==> config.mk <==
export PLATFORM = sky130hd
export DESIGN_NAME = lcd_bus_reader
export DESIGN_NICKNAME = d
export VERILOG_FILES = /design/src/rtl/lcd_pkg.sv /design/src/rtl/lcd_phase_timer.sv /design/src/rtl/lcd_bus_reader.sv
export SDC_FILE = /design/constraint.sdc
export NUM_CORES = 1
export LEC_CHECK = 0
export CORE_MARGIN = 2
export CORE_UTILIZATION = 26
export CTS_CLUSTER_SIZE = 12
export DETAILED_ROUTE_END_ITERATION = 6
export GPL_ROUTABILITY_DRIVEN = 0
export PLACE_DENSITY = 0.52
export REMOVE_ABC_BUFFERS = 1
export SYNTH_ARGS = -nofsm -noshare
export SYNTH_HDL_FRONTEND = slang
export SYNTH_HIERARCHICAL = 1
export SYNTH_SLANG_ARGS = --single-unit
export TNS_END_PERCENT = 50
==> constraint.sdc <==
create_clock -name iCLK -period 3.6 [get_ports iCLK]
set_clock_uncertainty 0.15 [all_clocks]
set_input_delay 0.9 -clock iCLK [delete_from_list [all_inputs] [get_ports iCLK]]
set_output_delay 0.9 -clock iCLK [all_outputs]
set_load 0.03 [all_outputs]
==> src/rtl/lcd_pkg.sv <==
// lcd_pkg: shared types and constants for the HD44780 bus read engine.
package lcd_pkg;

    // Read-cycle sequencer states.
    typedef enum logic [2:0] {
        IDLE   = 3'd0,
        SETUP  = 3'd1,
        STROBE = 3'd2,
        HOLD   = 3'd3,
        DONE   = 3'd4
    } lcdState_t;

    // Status byte layout: bit 7 is the busy flag, bits 6:0 the address counter.
    localparam int         LCD_BF_BIT  = 7;
    localparam logic [7:0] LCD_AC_MASK = 8'h7F;

    // Register select encodings.
    localparam logic LCD_RS_CMD  = 1'b0;
    localparam logic LCD_RS_DATA = 1'b1;

    // Largest of three phase lengths; sizes the shared phase counter.
    function automatic int maxOf3(input int a, input int b, input int c);
        int m;
        m = a;
        if (b > m) m = b;
        if (c > m) m = c;
        return m;
    endfunction

endpackage

==> src/rtl/lcd_phase_timer.sv <==
// lcd_phase_timer: loadable down-counter; oTc is high while the count is zero.
// One instance is reused for the SETUP, STROBE and HOLD phases.
module lcd_phase_timer #(
    parameter int W = 5
) (
    input  logic         iCLK,
    input  logic         iRST_N,
    input  logic         iLoad,
    input  logic [W-1:0] iLoadVal,
    output logic         oTc
);

    logic [W-1:0] cnt;

    // Load takes priority; otherwise count down and stop at zero.
    always_ff @(posedge iCLK or negedge iRST_N) begin
        if (!iRST_N) begin
            cnt <= '0;
        end else if (iLoad) begin
            cnt <= iLoadVal;
        end else if (cnt != '0) begin
            cnt <= cnt - 1'b1;
        end
    end

    assign oTc = (cnt == '0);

endmodule

==> src/rtl/lcd_bus_reader.sv <==
// lcd_bus_reader: runs one HD44780 read cycle (RW=1) and returns the byte.
// RS=0 reads busy flag + address counter, RS=1 reads DDRAM/CGRAM data.
// Optional macro LCD_BUSY_POLL_EN adds busy-flag polling (iPoll, oTimeout).
//
// Handshake: a request is the rising edge of iStart (iStart & ~iStart_q) seen
// while IDLE; iRS/iPoll are sampled on that edge. oBusy is high from that edge
// through the oDone cycle. oDone is a single-cycle pulse with oDATA valid;
// edges arriving while not IDLE (including the DONE cycle) are dropped, and a
// level held high never retriggers.
module lcd_bus_reader
    import lcd_pkg::*;
#(
    parameter int SETUP_CYC = 2,
    parameter int EN_CYC    = 16,
    parameter int HOLD_CYC  = 2
`ifdef LCD_BUSY_POLL_EN
    ,
    parameter int POLL_MAX  = 255
`endif
) (
    input  logic       iCLK,
    input  logic       iRST_N,
    input  logic       iStart,
    input  logic       iRS,
    output logic [7:0] oDATA,
    output logic       oDone,
    output logic       oBusy,
    input  logic [7:0] LCD_DATA_IN,
    output logic       LCD_RS,
    output logic       LCD_RW,
    output logic       LCD_EN,
`ifdef LCD_BUSY_POLL_EN
    input  logic       iPoll,
    output logic       oTimeout,
`endif
    output logic [2:0] oState
);

    localparam int CW = $clog2(maxOf3(SETUP_CYC, EN_CYC, HOLD_CYC)) + 1;
    localparam logic [CW-1:0] SETUP_LD = CW'(SETUP_CYC - 1);
    localparam logic [CW-1:0] EN_LD    = CW'(EN_CYC - 1);
    localparam logic [CW-1:0] HOLD_LD  = CW'(HOLD_CYC - 1);

    if (SETUP_CYC < 1 || EN_CYC < 1 || HOLD_CYC < 1) begin : gBadPhase
        $error("lcd_bus_reader: SETUP_CYC, EN_CYC and HOLD_CYC must all be >= 1");
    end

`ifdef LCD_BUSY_POLL_EN
    if (POLL_MAX < 1 || POLL_MAX > 255) begin : gBadPoll
        $error("lcd_bus_reader: POLL_MAX must be in 1..255");
    end
    localparam logic [7:0] POLL_MAX_8 = 8'(POLL_MAX);
`endif

    lcdState_t     state, stateNext;
    logic          startQ;
    logic          startEdge;
    logic          timerLoad;
    logic [CW-1:0] timerVal;
    logic          timerTc;
    logic          rsNext, rwNext, enNext, doneNext, busyNext;
    logic [7:0]    dataNext;
`ifdef LCD_BUSY_POLL_EN
    logic          pollMode, pollModeNext;
    logic [7:0]    pollCnt, pollCntNext;
    logic          timeoutNext;
`endif

    assign startEdge = iStart & ~startQ;
    assign oState    = state;

    lcd_phase_timer #(.W(CW)) uTimer (
        .iCLK     (iCLK),
        .iRST_N   (iRST_N),
        .iLoad    (timerLoad),
        .iLoadVal (timerVal),
        .oTc      (timerTc)
    );

    // State and registered bus/host outputs; reset drops EN and RW at once.
    always_ff @(posedge iCLK or negedge iRST_N) begin
        if (!iRST_N) begin
            state    <= IDLE;
            startQ   <= 1'b0;
            LCD_RS   <= LCD_RS_CMD;
            LCD_RW   <= 1'b0;
            LCD_EN   <= 1'b0;
            oDATA    <= 8'h00;
            oDone    <= 1'b0;
            oBusy    <= 1'b0;
`ifdef LCD_BUSY_POLL_EN
            pollMode <= 1'b0;
            pollCnt  <= 8'h00;
            oTimeout <= 1'b0;
`endif
        end else begin
            state    <= stateNext;
            startQ   <= iStart;
            LCD_RS   <= rsNext;
            LCD_RW   <= rwNext;
            LCD_EN   <= enNext;
            oDATA    <= dataNext;
            oDone    <= doneNext;
            oBusy    <= busyNext;
`ifdef LCD_BUSY_POLL_EN
            pollMode <= pollModeNext;
            pollCnt  <= pollCntNext;
            oTimeout <= timeoutNext;
`endif
        end
    end

    // Next-state and next-output logic for the read sequence.
    always_comb begin
        stateNext = state;
        timerLoad = 1'b0;
        timerVal  = '0;
        rsNext    = LCD_RS;
        rwNext    = LCD_RW;
        enNext    = LCD_EN;
        dataNext  = oDATA;
        doneNext  = 1'b0;
        busyNext  = oBusy;
`ifdef LCD_BUSY_POLL_EN
        pollModeNext = pollMode;
        pollCntNext  = pollCnt;
        timeoutNext  = oTimeout;
`endif
        unique case (state)
            IDLE: begin
                if (startEdge) begin
`ifdef LCD_BUSY_POLL_EN
                    rsNext       = iPoll ? LCD_RS_CMD : iRS;
                    pollModeNext = iPoll;
                    pollCntNext  = 8'h00;
                    timeoutNext  = 1'b0;
`else
                    rsNext       = iRS;
`endif
                    rwNext    = 1'b1;
                    busyNext  = 1'b1;
                    timerLoad = 1'b1;
                    timerVal  = SETUP_LD;
                    stateNext = SETUP;
                end
            end
            SETUP: begin
                if (timerTc) begin
                    enNext    = 1'b1;
                    timerLoad = 1'b1;
                    timerVal  = EN_LD;
                    stateNext = STROBE;
                end
            end
            STROBE: begin
                if (timerTc) begin
                    // Capture while EN is still high, before the falling edge.
                    dataNext  = LCD_DATA_IN;
                    enNext    = 1'b0;
                    timerLoad = 1'b1;
                    timerVal  = HOLD_LD;
                    stateNext = HOLD;
                end
            end
            HOLD: begin
                if (timerTc) begin
`ifdef LCD_BUSY_POLL_EN
                    if (pollMode && oDATA[LCD_BF_BIT] && (pollCnt < POLL_MAX_8)) begin
                        // LCD still busy: re-read status without releasing RW.
                        pollCntNext = pollCnt + 8'd1;
                        timerLoad   = 1'b1;
                        timerVal    = SETUP_LD;
                        stateNext   = SETUP;
                    end else begin
                        timeoutNext = pollMode & oDATA[LCD_BF_BIT];
                        rwNext      = 1'b0;
                        rsNext      = LCD_RS_CMD;
                        doneNext    = 1'b1;
                        stateNext   = DONE;
                    end
`else
                    rwNext    = 1'b0;
                    rsNext    = LCD_RS_CMD;
                    doneNext  = 1'b1;
                    stateNext = DONE;
`endif
                end
            end
            DONE: begin
                busyNext  = 1'b0;
                stateNext = IDLE;
            end
            default: begin
                stateNext = IDLE;
            end
        endcase
    end

endmodule

==> impl_metrics.py <==
metrics = {
    "yosys": {
        "synth_area_um2": 991.0,
        "netlist.area_leader.share_pct": 55.56,
        "synth-async-reset-ratio_pct": 100.0,
        "yosys.area.top_type": "dfrtp_1",
        "yosysWarnings": 6,
        "synth.ff_latch_count": 22,
        "synthTopCellsByArea": "dfrtp_1, mux2_2, xnor2_1, nand2_1, inv_1",
        "ys_seq_area_share_pct": 55.56,
        "synth_edf_count": 0,
        "synth.distinct_cells": 26,
        "synth_top_flop_cell": "dfrtp_1",
        "synthCells": 80,
        "synth.avg_cell_area_um2": 12.39,
    },
    "cts": {
        "cts_setup_buffers": 0,
        "numCtsBuffers": 3,
        "cts_tree": "yes",
        "cts_sinks": 22,
        "cts.htree.levels": 1,
        "cts_buffer_depth": 2,
        "cts.reportedPaths.clkPinSlew_ps": 70,
        "cts-resized-gates": 0,
        "cts-hold-fix-buffers": 0,
        "clock_latency_ps": 250,
        "root_buffer": "clkbuf_8",
    },
    "grt": {
        "use_met3_pct": 4.281,
        "gr-total-overflow": 0,
        "grt.total_usage_pct": 9.739,
        "grt_pass1_wl_um": 3215,
        "grt_pass1_vias": 722,
        "antenna_found_initial": 0,
        "met1_usage_pct": 11.40,
        "met2_usage_pct": 16.67,
        "grt.busiest_layer": "met2",
        "grt_max_degree": 23,
    },
    "power": {
        "power.share.clock_pct": 12.2,
        "swShare_pct": 40.25,
        "power_per_cell_area_nw_per_um2": 895.7,
        "seqPwrFrac_pct": 36.8,
        "p_sw_uw": 486.3,
        "cellLeakagePower_uw": 0.0005739,
        "internal-power_uw": 721.9,
        "peakVddDrop_mv": 0.3343,
        "combPwrFrac_pct": 51.0,
    },
    "route": {
        "drt-pass1-iter-count": 2,
        "ant_nets": 0,
        "drt_wl_total_um": 1839,
        "vias": 668,
        "via_per_inst": 4.310,
        "wl_per_cell_um": 11.86,
        "drtIter0Drc": 6,
        "drcViolationCount": 0,
    },
    "worst_setup_path": {
        "crit_type": "reg2out",
        "rrSetupSlack_ps": 1100,
        "cp_cell_sequence": "clkdlybuf4s50_1",
        "crit_fanout": 9,
        "crit_buf_inv": 1,
        "critPathLaunchType": "flop",
        "end_kind": "output pin",
        "path_delay_family": "buffers and inverters",
        "cp_slowest_stage_delay_ps": 750,
        "slowest_stage": "clkdlybuf4s50_1",
        "required_ps": 2550,
        "cp.arrival_ps": 1560,
    },
    "finish": {
        "area_delta_synth_final_pct": 36.11,
        "nFillCells": 363,
        "nNetsFinal": 122,
        "drive_gt1_share_pct": 14.95,
        "antenna_cells": 0,
        "stdcell_count": 155,
        "utilization_pct": 36.84,
        "multi_input_area_um2": 400.4,
        "ff_latch_area_um2": 550.5,
        "stdcell_area_um2": 1349,
    },
    "sta": {
        "max_slew_margin_pct": 35.13,
        "fmax_ghz": 0.3833,
        "worstMarginPinSlew_ps": 970.1,
        "period_needed_ps": 2609,
        "finalSetupViolations": 0,
        "rsz0062_at_grt": "false",
        "fin_setup_tns_ps": 0,
        "finalCritPeriodShare_pct": 72.47,
        "finalHoldViolCount": 0,
        "drv_slew": 0,
    },
    "floorplan": {
        "die_x_um": 65.74,
        "die-area_um2": 4321,
        "start_util_pct": 27.07,
        "core_um2": 3661,
        "ios": 28,
        "die_height_um": 65.74,
        "rows": 22,
    },
    "place": {
        "dpl.hpwl_um": 1371,
        "dp_cells": 152,
        "placed_cell_area_um2": 1308,
        "portBuffers": 27,
    },
    "min_path": {
        "hp-class": "reg2reg",
    },
    "job": {
        "drv_cap": 0,
    },
    "outcome": {
        "status": "complete, no violations",
    },
}
-- layer usage --
layer  wire length (um)  up-vias
met1                808      330
met2                931       13
li1                   -      323
met3                 89        2
met4                 10        0
met5                  0        -
-- logic make-up after synthesis --
family	after synthesis	synth area share [%]
mux	10	11.24
other cells	1	0.3784
buf+inv	10	4.041
simple gates	18	13.64
compound gates	13	9.468
flops	22	55.56
fa+ha+maj	1	1.262
xor+xnor	5	4.419
-- worst paths after layout --
kind | from | end | depth (start not counted)
worst max-delay path | oState[0] | oState[0] | 1
worst min-delay path | LCD_RW | LCD_RW | 1
worst max register to register | uTimer/cnt[0] | oDATA[3] | 6
worst min register to register | LCD_RW | LCD_RW | 1
max in group asynchronous | iRST_N | oDATA[1] | 1
min in group asynchronous | iRST_N | oDone | 1
-- per-stage QoR --
stage	worst slack, ps	hold WS (ps)	power, uW
2_1_floorplan	1404	404.4	845.1
3_3_place_gp	1116	328.0	1067
3_5_place_dp	1006	318.7	1077
4_1_cts	979.1	341.5	1230
5_1_grt	879.4	364.5	1295
6_report	991.1	334.6	1208
-- Yosys cell counts (all sizes together), types with 2 or more instances --
| cell | n |
|---|---|
| a21o | 2 |
| o21ai | 3 |
| mux2 | 9 |
| nor3b | 3 |
| nand2 | 8 |
| o31ai | 3 |
| xnor2 | 4 |
| a211oi | 2 |
| dfrtp | 22 |
| inv | 7 |
| o21bai | 3 |
| buf | 2 |
| nor2 | 2 |
-- sequential cells by signal (all words and copies together) (netlist names) --
name,flops
oDATA,8
LCD_RW,1
oDone,1
uTimer/cnt,5
startQ,1
oBusy,1
oState,3
LCD_RS,1
LCD_EN,1
-- final cells by class --
type,count,area share [%]
flip-flops and latches,22,40.82
well taps,48,4.453
repair buffers,27,20.04
clock buffers,3,3.061
multi-input cells,48,29.68
inverters,7,1.948
-- power by group through the flow --
stage	sequential (uW)	combinational, uW	clock, uW
2_1_floorplan	589	256	0
3_3_place_gp	447	620	0
5_1_grt	464	670	161
6_report	445	616	147
3_5_place_dp	452	625	0
4_1_cts	448	628	154
-- cells in the final DEF (no fill, tap or decap) --
cell / synthesis / routed
clkdlybuf4s50_1: 0 / 27
dfrtp_1: 22 / 22
mux2_2: 9 / 9
nand2_1: 8 / 8
inv_1: 7 / 7
xnor2_1: 4 / 4
o21bai_1: 3 / 3
clkbuf_8: 0 / 3
o31ai_1: 3 / 3
nor3b_1: 2 / 2
nor2_1: 2 / 2
a211oi_1: 2 / 2
a21o_1: 2 / 2
nand2b_4: 1 / 1
and4bb_1: 1 / 1
nand4b_1: 1 / 1
nor3b_4: 1 / 1
xor2_1: 1 / 1
mux2i_1: 1 / 1
nor4b_4: 1 / 1
o21ai_1: 1 / 1
conb_1: 1 / 1
o21ai_0: 1 / 1
nor3_1: 1 / 1
o21ai_2: 1 / 1
ha_1: 1 / 1
No activity file was read; power rests on OpenSTA's default activity.
